<file path="src/rtl/posit_mac_pkg.sv">
// Shared constants for the posit dot-product MAC lane controller.
// State encodings and default pipeline geometry.
package posit_mac_pkg;

    localparam int K_DEF        = 9;
    localparam int MUL_LAT_DEF  = 5;
    localparam int NORM_CYC_DEF = 3;
    localparam int VLD_W_DEF    = 12;

    localparam int ST_W = 3;

    localparam logic [ST_W-1:0] S_IDLE  = 3'd0;
    localparam logic [ST_W-1:0] S_ACCUM = 3'd1;
    localparam logic [ST_W-1:0] S_DRAIN = 3'd2;
    localparam logic [ST_W-1:0] S_NORM  = 3'd3;
    localparam logic [ST_W-1:0] S_OUT   = 3'd4;

endpackage

</file>
<file path="src/rtl/mac_dot_seq_ctrl_vld_delay_line.sv">
// Term-valid shift register tracking accepted terms through the MAC.
// Bit i is high when a term was accepted i+1 cycles ago.
module vld_delay_line #(
    parameter int W = 12
) (
    input  logic         clk_i,
    input  logic         rstn,
    input  logic         clr,
    input  logic         din,
    output logic [W-1:0] q
);

    always_ff @(posedge clk_i or negedge rstn) begin
        if (!rstn) begin
            q <= '0;
        end else if (clr) begin
            q <= '0;
        end else begin
            q <= {q[W-2:0], din};
        end
    end

endmodule

</file>
<file path="src/rtl/mac_dot_seq_ctrl.sv">
// Sequencer for one posit dot-product lane: operand intake, MAC drain,
// extraction-stage enable and result handshake.
module mac_dot_seq_ctrl
    import posit_mac_pkg::*;
#(
    parameter int K        = K_DEF,
    parameter int MUL_LAT  = MUL_LAT_DEF,
    parameter int NORM_CYC = NORM_CYC_DEF,
    parameter int VLD_W    = VLD_W_DEF,
    parameter int CNT_W    = $clog2(K + 1)
) (
    input  logic             clk_i,
    input  logic             rstn,
    input  logic             flush,
    input  logic             in_vld,
    output logic             in_rdy,
    input  logic             out_rdy,
    output logic             mac_en,
    output logic             acc_clr,
    output logic [VLD_W-1:0] vld_d,
    output logic             acc_rdy,
    output logic             out_vld,
    output logic             busy,
    output logic [CNT_W-1:0] term_cnt
);

    localparam int DW = $clog2(MUL_LAT + 1);
    localparam int NW = $clog2(NORM_CYC + 1);

    logic [ST_W-1:0] state;
    logic [ST_W-1:0] state_nx;
    logic [DW-1:0]   drain_cnt;
    logic [NW-1:0]   norm_cnt;
    logic            last_term;

    assign last_term = mac_en && (term_cnt == CNT_W'(K - 1));

    always_ff @(posedge clk_i or negedge rstn) begin
        if (!rstn) begin
            state <= S_IDLE;
        end else begin
            state <= state_nx;
        end
    end

    always_comb begin
        state_nx = state;
        if (flush) begin
            state_nx = S_IDLE;
        end else begin
            unique case (state)
                S_IDLE: begin
                    if (mac_en) state_nx = last_term ? S_DRAIN : S_ACCUM;
                end
                S_ACCUM: begin
                    if (last_term) state_nx = S_DRAIN;
                end
                S_DRAIN: begin
                    if (drain_cnt == '0) state_nx = S_NORM;
                end
                S_NORM: begin
                    if (norm_cnt == '0) state_nx = S_OUT;
                end
                S_OUT: begin
                    if (out_rdy) state_nx = S_IDLE;
                end
                default: state_nx = S_IDLE;
            endcase
        end
    end

    always_comb begin
        in_rdy  = 1'b0;
        mac_en  = 1'b0;
        acc_clr = 1'b0;
        acc_rdy = 1'b0;
        out_vld = 1'b0;
        busy    = 1'b0;
        in_rdy  = (state == S_IDLE) || (state == S_ACCUM);
        mac_en  = in_vld && in_rdy && !flush;
        acc_clr = mac_en && (term_cnt == '0);
        acc_rdy = (state == S_NORM);
        out_vld = (state == S_OUT);
        busy    = (state != S_IDLE);
    end

    // Phase counters are loaded on the cycle the FSM enters the phase.
    always_ff @(posedge clk_i or negedge rstn) begin
        if (!rstn) begin
            term_cnt  <= '0;
            drain_cnt <= '0;
            norm_cnt  <= '0;
        end else if (flush) begin
            term_cnt  <= '0;
            drain_cnt <= '0;
            norm_cnt  <= '0;
        end else begin
            if (state == S_OUT && out_rdy) begin
                term_cnt <= '0;
            end else if (mac_en) begin
                term_cnt <= term_cnt + CNT_W'(1);
            end

            if (state != S_DRAIN && state_nx == S_DRAIN) begin
                drain_cnt <= DW'(MUL_LAT - 1);
            end else if (state == S_DRAIN && drain_cnt != '0) begin
                drain_cnt <= drain_cnt - DW'(1);
            end

            if (state != S_NORM && state_nx == S_NORM) begin
                norm_cnt <= NW'(NORM_CYC - 1);
            end else if (state == S_NORM && norm_cnt != '0) begin
                norm_cnt <= norm_cnt - NW'(1);
            end
        end
    end

    vld_delay_line #(
        .W(VLD_W)
    ) u_vld (
        .clk_i(clk_i),
        .rstn (rstn),
        .clr  (flush),
        .din  (mac_en),
        .q    (vld_d)
    );

endmodule

</file>
<file path="config.mk">
export PLATFORM = sky130hd
export DESIGN_NAME = mac_dot_seq_ctrl
export DESIGN_NICKNAME = d
export VERILOG_FILES = /design/src/rtl/posit_mac_pkg.sv /design/src/rtl/mac_dot_seq_ctrl_vld_delay_line.sv /design/src/rtl/mac_dot_seq_ctrl.sv
export SDC_FILE = /design/constraint.sdc
export NUM_CORES = 1
export LEC_CHECK = 0
export ABC_AREA = 1
export BUFFER_PORTS_ARGS = -buffer_cell sky130_fd_sc_hd__buf_2
export CAP_MARGIN = 0
export CORE_ASPECT_RATIO = 0.6
export CORE_UTILIZATION = 30
export DETAILED_ROUTE_END_ITERATION = 6
export PLACE_DENSITY_LB_ADDON = 0.1
export SYNTH_ARGS = -nofsm -noshare
export SYNTH_HDL_FRONTEND = slang
export SYNTH_HIERARCHICAL = 1
export SYNTH_SLANG_ARGS = --single-unit
</file>
<file path="constraint.sdc">
create_clock -name clk_i -period 1.3 [get_ports clk_i]
set_input_delay 0.195 -clock clk_i [delete_from_list [all_inputs] [get_ports clk_i]]
set_output_delay 0.195 -clock clk_i [all_outputs]
set_load 0.01 [all_outputs]
</file>
==> impl_results.md, run 1 <==
- Final WS setup: -0.179 ns
- Syn avg cell area: 9.06 um2
- Root buffer cell: clkbuf_8
- Max-slew violation count: 0
- Worst Skew: 0.00406 ns
- Worst Setup Path Type: reg -> out
- Cell count after synthesis: 133
- Synth cell types: 26
- Chip Width: 83.8 um
- Count of input and output buffers: 26
- DRC: 3
- Worst-Skew Late Latency: 0.27 ns
- Layout cells sized above 1: 46.2%
- Initial DRC Count: 31
- CP required: 1.11 ns
- Deepest clock path buffer count: 2
- Most frequent cells in the layout: inv_1, dfrtp_1, buf_2
- WL final: 2770 um
- CP Launch Type: register
- Max incr delay on CP: 0.45 ns
- Element type at the critical path end: primary output
- RSZ-0062 raised after global routing: yes
- Failing checks: design-rule violations, negative setup slack
- Max-capacitance violation count: 0
- Slew of the pin with the lowest slew margin: 0.569 ns
- Period minus WS final: 1.48 ns
- H-tree levels: 1
- Synth top area share: 49.8%
- Vias in the first global route: 941
- M1 GR Usage: 19.3%
- Initial antenna violation count: 0
- Core area: 3760 um2
- Clk slew on worst S/H paths: 0.09 ns
- Fin. Hold Viols: 0
- Seq/Total Area, Yosys: 49.8%
- CP max stage cell: dfrtp_2
- Met3 Usage GRT: 3.88%
- Leakage: 0.911 nW
- Placer congestion estimate: 0.748
- Critical-path cell list: nor2_4 -> nand3_4 -> buf_6 -> nor2_4 -> buf_6
- CTS tree: yes
- Period utilization: 114%
- GR Overflow Total: 0
- Most common cell after layout, fill and taps aside: inv_1
- P per Cell Area: 994 nW/um2
- Cts bufs inserted: 3
- Initial Utilization: 32.0%
- Status: finished with violations
- Worst IR Drop VDD: 0.000565 V
- Post-synthesis register bit count: 24
- Final setup viols: 12
- Busiest layer in global routing: met2
- Yosys warns: 6
- Syn nets: 143
- Vias post-DR: 1,012
- GR Util met2: 20.5%
- # diodes: 0
- WHS: 0.213 ns
- DRT Pass-1 Iters: 6
- Post-place setup slack: -0.0318 ns
- HP Class: in -> reg
- Rows: 17
- Routed len/inst: 12.0 um
- Vias per cell: 4.38
- First-pass GRT wire length: 4450 um
- Final net count: 195
- Slew headroom: 62.0%
- DIE HEIGHT: 51.1 um
- IO Count: 27
- Half-perimeter wire length after placement: 1910 um
- Clock Sinks: 24
- Setup_tns: -1.06 ns
- Synth area leaders: dfrtp_1, inv_1, ha_1, nor2_1, nand2_1
- Crit path arrival time: 1.28 ns
- Pin count of the biggest net entering global routing: 25
- Antenna Nets Post-Route: 0
- Critical path peak fanout: 4
- Achievable Freq: 676 MHz
- Layout area overhead: 44.1%
- Cell taking the most area after synthesis: dfrtp_1
- Die area: 4280 um2
- Total Routing Usage GR: 14.0%
- Mapped Area: 1200 um2
==> state kept, by name, summed over array words and instances, names as in the netlist <==
name       cells
u_vld/q       12
term_cnt       4
drain_cnt      3
state          3
norm_cnt       2
==> Yosys cell counts <==
master    instances
nand3_1           6
nor2_4            1
o21ai_1           3
inv_4             2
o22ai_1           2
dfrtp_1          24
ha_1              5
o21ai_0           3
nor2_2            5
xor2_1            3
nand3_2           4
o21ai_2           2
a21oi_1           2
nand4_1           1
a21oi_2           1
xnor2_1           1
nand2_1          13
nand3_4           1
nor2_1           16
a31oi_1           2
buf_6             1
nand2_4           1
o211ai_1          1
nand2_2           1
inv_1            31
nor3_1            1
==> worst max-delay path: cells and delay by family, from the launching register on <==
family / cells / cell delay (ns)
AND/OR/NAND/NOR: 3 / 0.31
flip-flops: 1 / 0.45
buffers and inverters: 2 / 0.24
==> where the power goes <==
part	internal (mW)	total [mW]	switching [mW]	leakage [nW]
Sequential	0.773	0.787	0.0137	0.325
Combinational	0.118	0.273	0.155	0.550
Clock	0.412	0.667	0.254	0.0357
Total	1.30	1.73	0.423	0.911
==> per-layer routing <==
metal  routed length [um]  part of all wire, %
met5                    0                    0
met4                   40                  1.4
met3                   97                  3.5
met2                 1270                   46
met1                 1370                   49
==> path summary, 6_finish.rpt <==
kind | startpoint | end | slack [ns] | cells past startpoint
worst min register to register | u_vld/q[5]$_DFF_PN0_ | u_vld/q[6]$_DFF_PN0_ | 0.48 | 2
worst min-delay path | out_rdy | state[2]$_DFF_PN0_ | 0.21 | 4
worst max-delay path | state[1]$_DFF_PN0_ | acc_clr | -0.18 | 5
min in group asynchronous | rstn | term_cnt[1]$_DFFE_PN0P_ | 0.44 | 2
max in group asynchronous | rstn | state[2]$_DFF_PN0_ | 0.44 | 2
worst max register to register | state[1]$_DFF_PN0_ | norm_cnt[1]$_DFFE_PN0P_ | -0.13 | 8
==> timing repair <==
action,CTS,global route
pin swaps,2,5
endpoints found under the hold margin,24,0
hold buffers,1,0
endpoints found under the setup margin,8,17
setup buffers,6,4
gates resized for setup,7,22
==> stage by stage <==
stage | std cells | total power, mW | instance area (um2) | utilization [%]
after CTS | 227 | 1.73 | 1630 | 43.4
after global placement | 216 | 1.03 | 1480 | 39.4
after floorplan | 133 | 0.935 | 1220 | -
final | 231 | 1.73 | 1740 | 46.1
after global routing | 231 | 1.81 | 1740 | 46.1
after detailed placement | 216 | 1.04 | 1480 | 39.4
==> final cells by class <==
cell class / instances / area, um2
clock buffers: 3 / 41.3
clock inverters: 1 / 30.0
fillers: 368 / 2030
inverters: 33 / 129
multi-input cells: 75 / 534
flip-flops and latches: 24 / 603
well taps: 47 / 58.8
repair buffers: 48 / 340
==> cells by family (layout without fill, tap and decap cells) <==
| kind of cell | after synthesis | count (layout) | synth area share, % |
|---|---|---|---|
| fa+ha+maj | 5 | 5 | 5.19 |
| compound gates | 16 | 16 | 8.20 |
| xor+xnor | 4 | 4 | 2.91 |
| flops | 24 | 24 | 49.8 |
| simple gates | 50 | 50 | 22.2 |
| buf+inv | 34 | 85 | 11.6 |
Power figures use the tool's default switching activity.
==> inputs of run 2 (changes only) <==
==> constraint.sdc (replaced) <==
create_clock -name clk_i -period 1.42 [get_ports clk_i]
set_input_delay 0.213 -clock clk_i [delete_from_list [all_inputs] [get_ports clk_i]]
set_output_delay 0.213 -clock clk_i [all_outputs]
set_load 0.01 [all_outputs]
==> impl_results.md, run 2 (synthesized netlist as in run 1, its figures left out) <==
- Status: finished with violations
- Failing checks: design-rule violations, negative setup slack
- Root buffer cell: clkbuf_8
- RSZ-0062 raised after global routing: yes
- Inst Count DP: 209
- Initial Utilization: 32.0%
- Met3 Usage GRT: 3.88%
- Biggest regs: u_vld/q x12, term_cnt x4
- Layout cells sized above 1: 44.6%
- Slew of the pin with the lowest slew margin: 0.567 ns
- Antenna Nets Post-Route: 0
- Max-slew violation count: 0
- Vias in the first global route: 929
- M1 GR Usage: 16.8%
- Largest Register: u_vld/q
- Placer congestion estimate: 0.796
- WL final: 2520 um
- Worst IR Drop VDD: 0.000308 V
- Busiest layer in global routing: met2
- Critical-path cell list: buf_4 -> inv_2 -> nand3_4 -> inv_2 -> buf_6
- CTS tree: yes
- Die area: 4280 um2
- Total Routing Usage GR: 12.6%
- Routed len/inst: 11.2 um
- Worst-Skew Late Latency: 0.27 ns
- CP max stage cell: dfrtp_2
- Vias per cell: 4.38
- P per Cell Area: 863 nW/um2
- Deepest clock path buffer count: 2
- Fin. Hold Viols: 0
- DIE HEIGHT: 51.1 um
- Achievable Freq: 695 MHz
- CP bufs+invs: 4
- Fill count: 372
- Most common cell after layout, fill and taps aside: inv_1
- Leakage: 0.869 nW
- Max incr delay on CP: 0.44 ns
- Multi-input logic area: 527 um2
- Initial antenna violation count: 0
- Overall power: 1.41 mW
- Vias post-DR: 980
- Pin count of the biggest net entering global routing: 25
- Core area: 3760 um2
- Post-route insts no fill: 224
- Half-perimeter wire length after placement: 1740 um
- DRC: 4
- Critical path peak fanout: 4
- DP Area: 1410 um2
- DRT Pass-1 Iters: 6
- Period utilization: 101%
- Final core occ: 43.3%
- IO Count: 27
- CP Launch Type: register
- # diodes: 0
- HP Class: in -> reg
- CP most frequent cell: inv_2
- Period minus WS final: 1.44 ns
- Worst Setup Path Type: reg -> out
- Clk slew on worst S/H paths: 0.08 ns
- Chip Width: 83.8 um
- Final net count: 188
- Setup_tns: -0.0298 ns
- Rows: 17
- Largest register FFs: 12
- Crit path arrival time: 1.23 ns
- Final setup viols: 2
- GR Overflow Total: 0
- Max-capacitance violation count: 0
- CP required: 1.21 ns
- Initial DRC Count: 44
- GR Util met2: 19.7%
- Cell family with most CP delay: flip-flops
- Most frequent cells in the layout: inv_1, buf_2, dfrtp_1
- Clock Sinks: 24
- Slew headroom: 62.2%
- H-tree levels: 1
- Cts bufs inserted: 3
- Element type at the critical path end: primary output
- First-pass GRT wire length: 4160 um
- Count of input and output buffers: 26
- Final instance area: 1630 um2
- Layout area overhead: 35.3%
- Register area: 603 um2
- Worst Skew: 0.00160 ns
- Final WS setup: -0.0188 ns
-- run 2: changes by cell type in the layout (fill, tap and decap cells not counted), sizes merged --
cell / before / now
buf: 47 / 40
bufinv: 1 / 0
clkbuf: 3 / 4
-- run 2: worst reg2reg max path, cell delays in order, from the launching register on --
cell and delay [ns]:
dfrtp_2 0.44, buf_4 0.17, inv_2 0.08, nand3_4 0.10, nor2_4 0.16, buf_4 0.13
nand2_1 0.04, o21ai_0 0.11, a21oi_2 0.09
-- run 2: final cells by class --
class	count	share of cell area [%]
Clock buffer	4	3.38
Inverter	33	7.90
Multi-Input combinational cell	75	32.3
Sequential cell	24	37.0
Tap cell	47	3.61
Timing Repair Buffer	41	15.8
-- run 2: final timing paths --
| check | from | endpoint | slack, ns | cells past startpoint |
|---|---|---|---|---|
| worst min-delay path | out_rdy | state[2]$_DFF_PN0_ | 0.24 | 4 |
| max in group asynchronous | rstn | state[1]$_DFF_PN0_ | 0.55 | 2 |
| min in group asynchronous | rstn | norm_cnt[1]$_DFFE_PN0P_ | 0.47 | 2 |
| worst min register to register | u_vld/q[4]$_DFF_PN0_ | u_vld/q[5]$_DFF_PN0_ | 0.48 | 2 |
| worst max register to register | state[2]$_DFF_PN0_ | norm_cnt[1]$_DFFE_PN0P_ | 0 | 8 |
| worst max-delay path | state[2]$_DFF_PN0_ | acc_rdy | -0.02 | 5 |
-- run 2: what timing repair did --
action,CTS,global route
resized for setup,10,14
hold endpoints to repair,24,0
setup buffers,5,6
pin swaps,2,6
gates cloned,0,0
hold buffers,1,0
endpoints found under the setup margin,5,11
-- run 2: report_power, final --
group | switching, mW | internal [mW] | leakage (nW)
Sequential | 0.0146 | 0.708 | 0.325
Clock | 0.218 | 0.248 | 0.0288
Combinational | 0.126 | 0.0926 | 0.515
Total | 0.359 | 1.05 | 0.869
-- run 2: through the flow --
step | hold slack [ns] | setup slack, ns
after global routing | 0.256 | -0.0664
final | 0.236 | -0.0188
after global placement | 0.239 | 0.0631
after detailed placement | 0.249 | 0.00817
after floorplan | -0.0826 | 0.0513
after CTS | 0.224 | -0.0404
-- run 2: routing by layer --
metal	share of wire, %	up-vias
li1	-	495
met1	51	462
met2	44	19
met3	3.7	4
met4	1.1	0
met5	0	-
==> inputs of run 3 (changes only) <==
--- a/config.mk
+++ b/config.mk
@@ -9,6 +9,7 @@
 export BUFFER_PORTS_ARGS = -buffer_cell sky130_fd_sc_hd__buf_2
 export CAP_MARGIN = 0
 export CORE_ASPECT_RATIO = 0.6
+export CORE_MARGIN = 1.5
 export CORE_UTILIZATION = 30
 export DETAILED_ROUTE_END_ITERATION = 6
 export PLACE_DENSITY_LB_ADDON = 0.1
==> impl_results.md, run 3 (synthesized netlist as in run 1, its figures left out) <==
- Status: finished with violations
- Failing checks: design-rule violations, negative setup slack
- Layout cells sized above 1: 44.8%
- Post-place setup slack: 0.0319 ns
- Vias in the first global route: 910
- H-tree levels: 1
- GR Overflow Total: 0
- Max-capacitance violation count: 0
- Placer congestion estimate: 0.801
- Routed len/inst: 11.8 um
- CP Launch Type: register
- P per Cell Area: 829 nW/um2
- Max-slew violation count: 0
- Initial DRC Count: 65
- DRT Pass-1 Iters: 6
- Leakage: 0.887 nW
- HP Class: in -> reg
- Clk slew on worst S/H paths: 0.08 ns
- Die area: 4420 um2
- Initial Utilization: 32.0%
- Core area: 3760 um2
- Worst-Skew Late Latency: 0.27 ns
- Combinational group share of total power: 17.0%
- CTS tree: yes
- Overall power: 1.37 mW
- Period utilization: 101%
- Period minus WS final: 1.44 ns
- Slew headroom: 60.4%
- Initial antenna violation count: 0
- Layout area overhead: 37.1%
- Clock Sinks: 24
- Worst IR Drop VDD: 0.000281 V
- Cts bufs inserted: 3
- Pint: 1.00 mW
- Worst Setup Path Type: reg -> out
- Slew of the pin with the lowest slew margin: 0.593 ns
- Count of input and output buffers: 26
- Vias post-DR: 1,002
- Critical path peak fanout: 2
- Largest Register: u_vld/q
- Achievable Freq: 696 MHz
- Biggest regs: u_vld/q x12, term_cnt x4
- Chip Width: 84.8 um
- Worst Skew: 0.00148 ns
- Most frequent cells in the layout: inv_1, buf_2, dfrtp_1
- Total Routing Usage GR: 12.9%
- DRC: 5
- Largest register FFs: 12
- First-pass GRT wire length: 4240 um
- Element type at the critical path end: primary output
- WL final: 2690 um
- Final setup viols: 1
- Switching power: 368 uW
- CP required: 1.21 ns
- Vias per cell: 4.39
- Final WS setup: -0.0176 ns
- Fin. Hold Viols: 0
- Clock share of power: 30.2%
- Deepest clock path buffer count: 2
- # diodes: 0
- Final net count: 193
- Sw frac: 26.9%
- Crit path arrival time: 1.22 ns
- RSZ-0062 raised after global routing: yes
- IO Count: 27
- Sequential share of power: 52.8%
- Half-perimeter wire length after placement: 1760 um
- Pin count of the biggest net entering global routing: 25
- Root buffer cell: clkbuf_8
- Rows: 17
- Antenna Nets Post-Route: 0
- DIE HEIGHT: 52.1 um
run 3: changes by cell type in the layout (fill, tap and decap cells not counted), moves of 2 or more:
| cell | delta |
|---|---|
| nand3_2 | -2 |
| nand2_2 | +2 |
| buf_4 | +4 |
| nand3_1 | +2 |
run 3: area by class of cell:
| type | instances | area, um2 |
|---|---|---|
| clock buffers | 3 | 41.3 |
| flip-flops and latches | 24 | 602 |
| inverters | 33 | 134 |
| well taps | 47 | 58.8 |
| repair buffers | 46 | 299 |
| fillers | 381 | 2110 |
| multi-input cells | 75 | 517 |
run 3: critical path, stage by stage, from the launching register on:
cell     delay (ns)
dfrtp_1        0.41
inv_2          0.09
ha_4           0.13
nand3_2        0.07
nor2_2         0.12
buf_2          0.13
run 3: worst paths after layout:
| check | start | endpoint | slack (ns) | depth (start not counted) |
|---|---|---|---|---|
| worst max-delay path | term_cnt[1]$_DFFE_PN0P_ | acc_clr | -0.02 | 5 |
| worst min-delay path | out_rdy | state[2]$_DFF_PN0_ | 0.24 | 4 |
| worst max register to register | term_cnt[1]$_DFFE_PN0P_ | norm_cnt[1]$_DFFE_PN0P_ | 0.03 | 8 |
| worst min register to register | u_vld/q[5]$_DFF_PN0_ | u_vld/q[6]$_DFF_PN0_ | 0.48 | 2 |
| max in group asynchronous | rstn | state[2]$_DFF_PN0_ | 0.52 | 2 |
| min in group asynchronous | rstn | term_cnt[3]$_DFFE_PN0P_ | 0.48 | 2 |
run 3: metal layers:
metal | vias to the layer above | global-route usage [%] | share of wire [%]
met5 | - | 0 | 0
met4 | 0 | 5.74 | 1.7
li1 | 501 | - | -
met3 | 5 | 3.49 | 3.9
met2 | 26 | 19.7 | 47
met1 | 470 | 17.2 | 48
run 3: power groups by stage:
stage,Sequential (mW),Clock [mW],Combinational (mW)
6_report,0.724,0.413,0.232
5_1_grt,0.728,0.457,0.266
4_1_cts,0.722,0.426,0.220
3_5_place_dp,0.734,0,0.186
3_3_place_gp,0.734,0,0.184
2_1_floorplan,0.739,0,0.110
run 3: per-stage QoR:
step                hold slack, ns  area, um2  std cells  TNS, ns  util [%]
floorplan                  -0.0826       1200        133        0         -
global placement             0.240       1410        209        0      37.5
detailed placement           0.260       1410        209        0      37.5
CTS                          0.227       1560        223  -0.0379      41.5
global route                 0.264       1650        228   -0.271      43.9
finish                       0.239       1650        228  -0.0176      43.9
run 3: repair_timing:
| item | 4_1_cts | 5_1_grt |
|---|---|---|
| endpoints found under the setup margin | 5 | 12 |
| resized for setup | 9 | 17 |
| hold endpoints to repair | 24 | 0 |
| pin swaps | 2 | 5 |
| hold buffers | 1 | 0 |
| setup buffers | 11 | 6 |
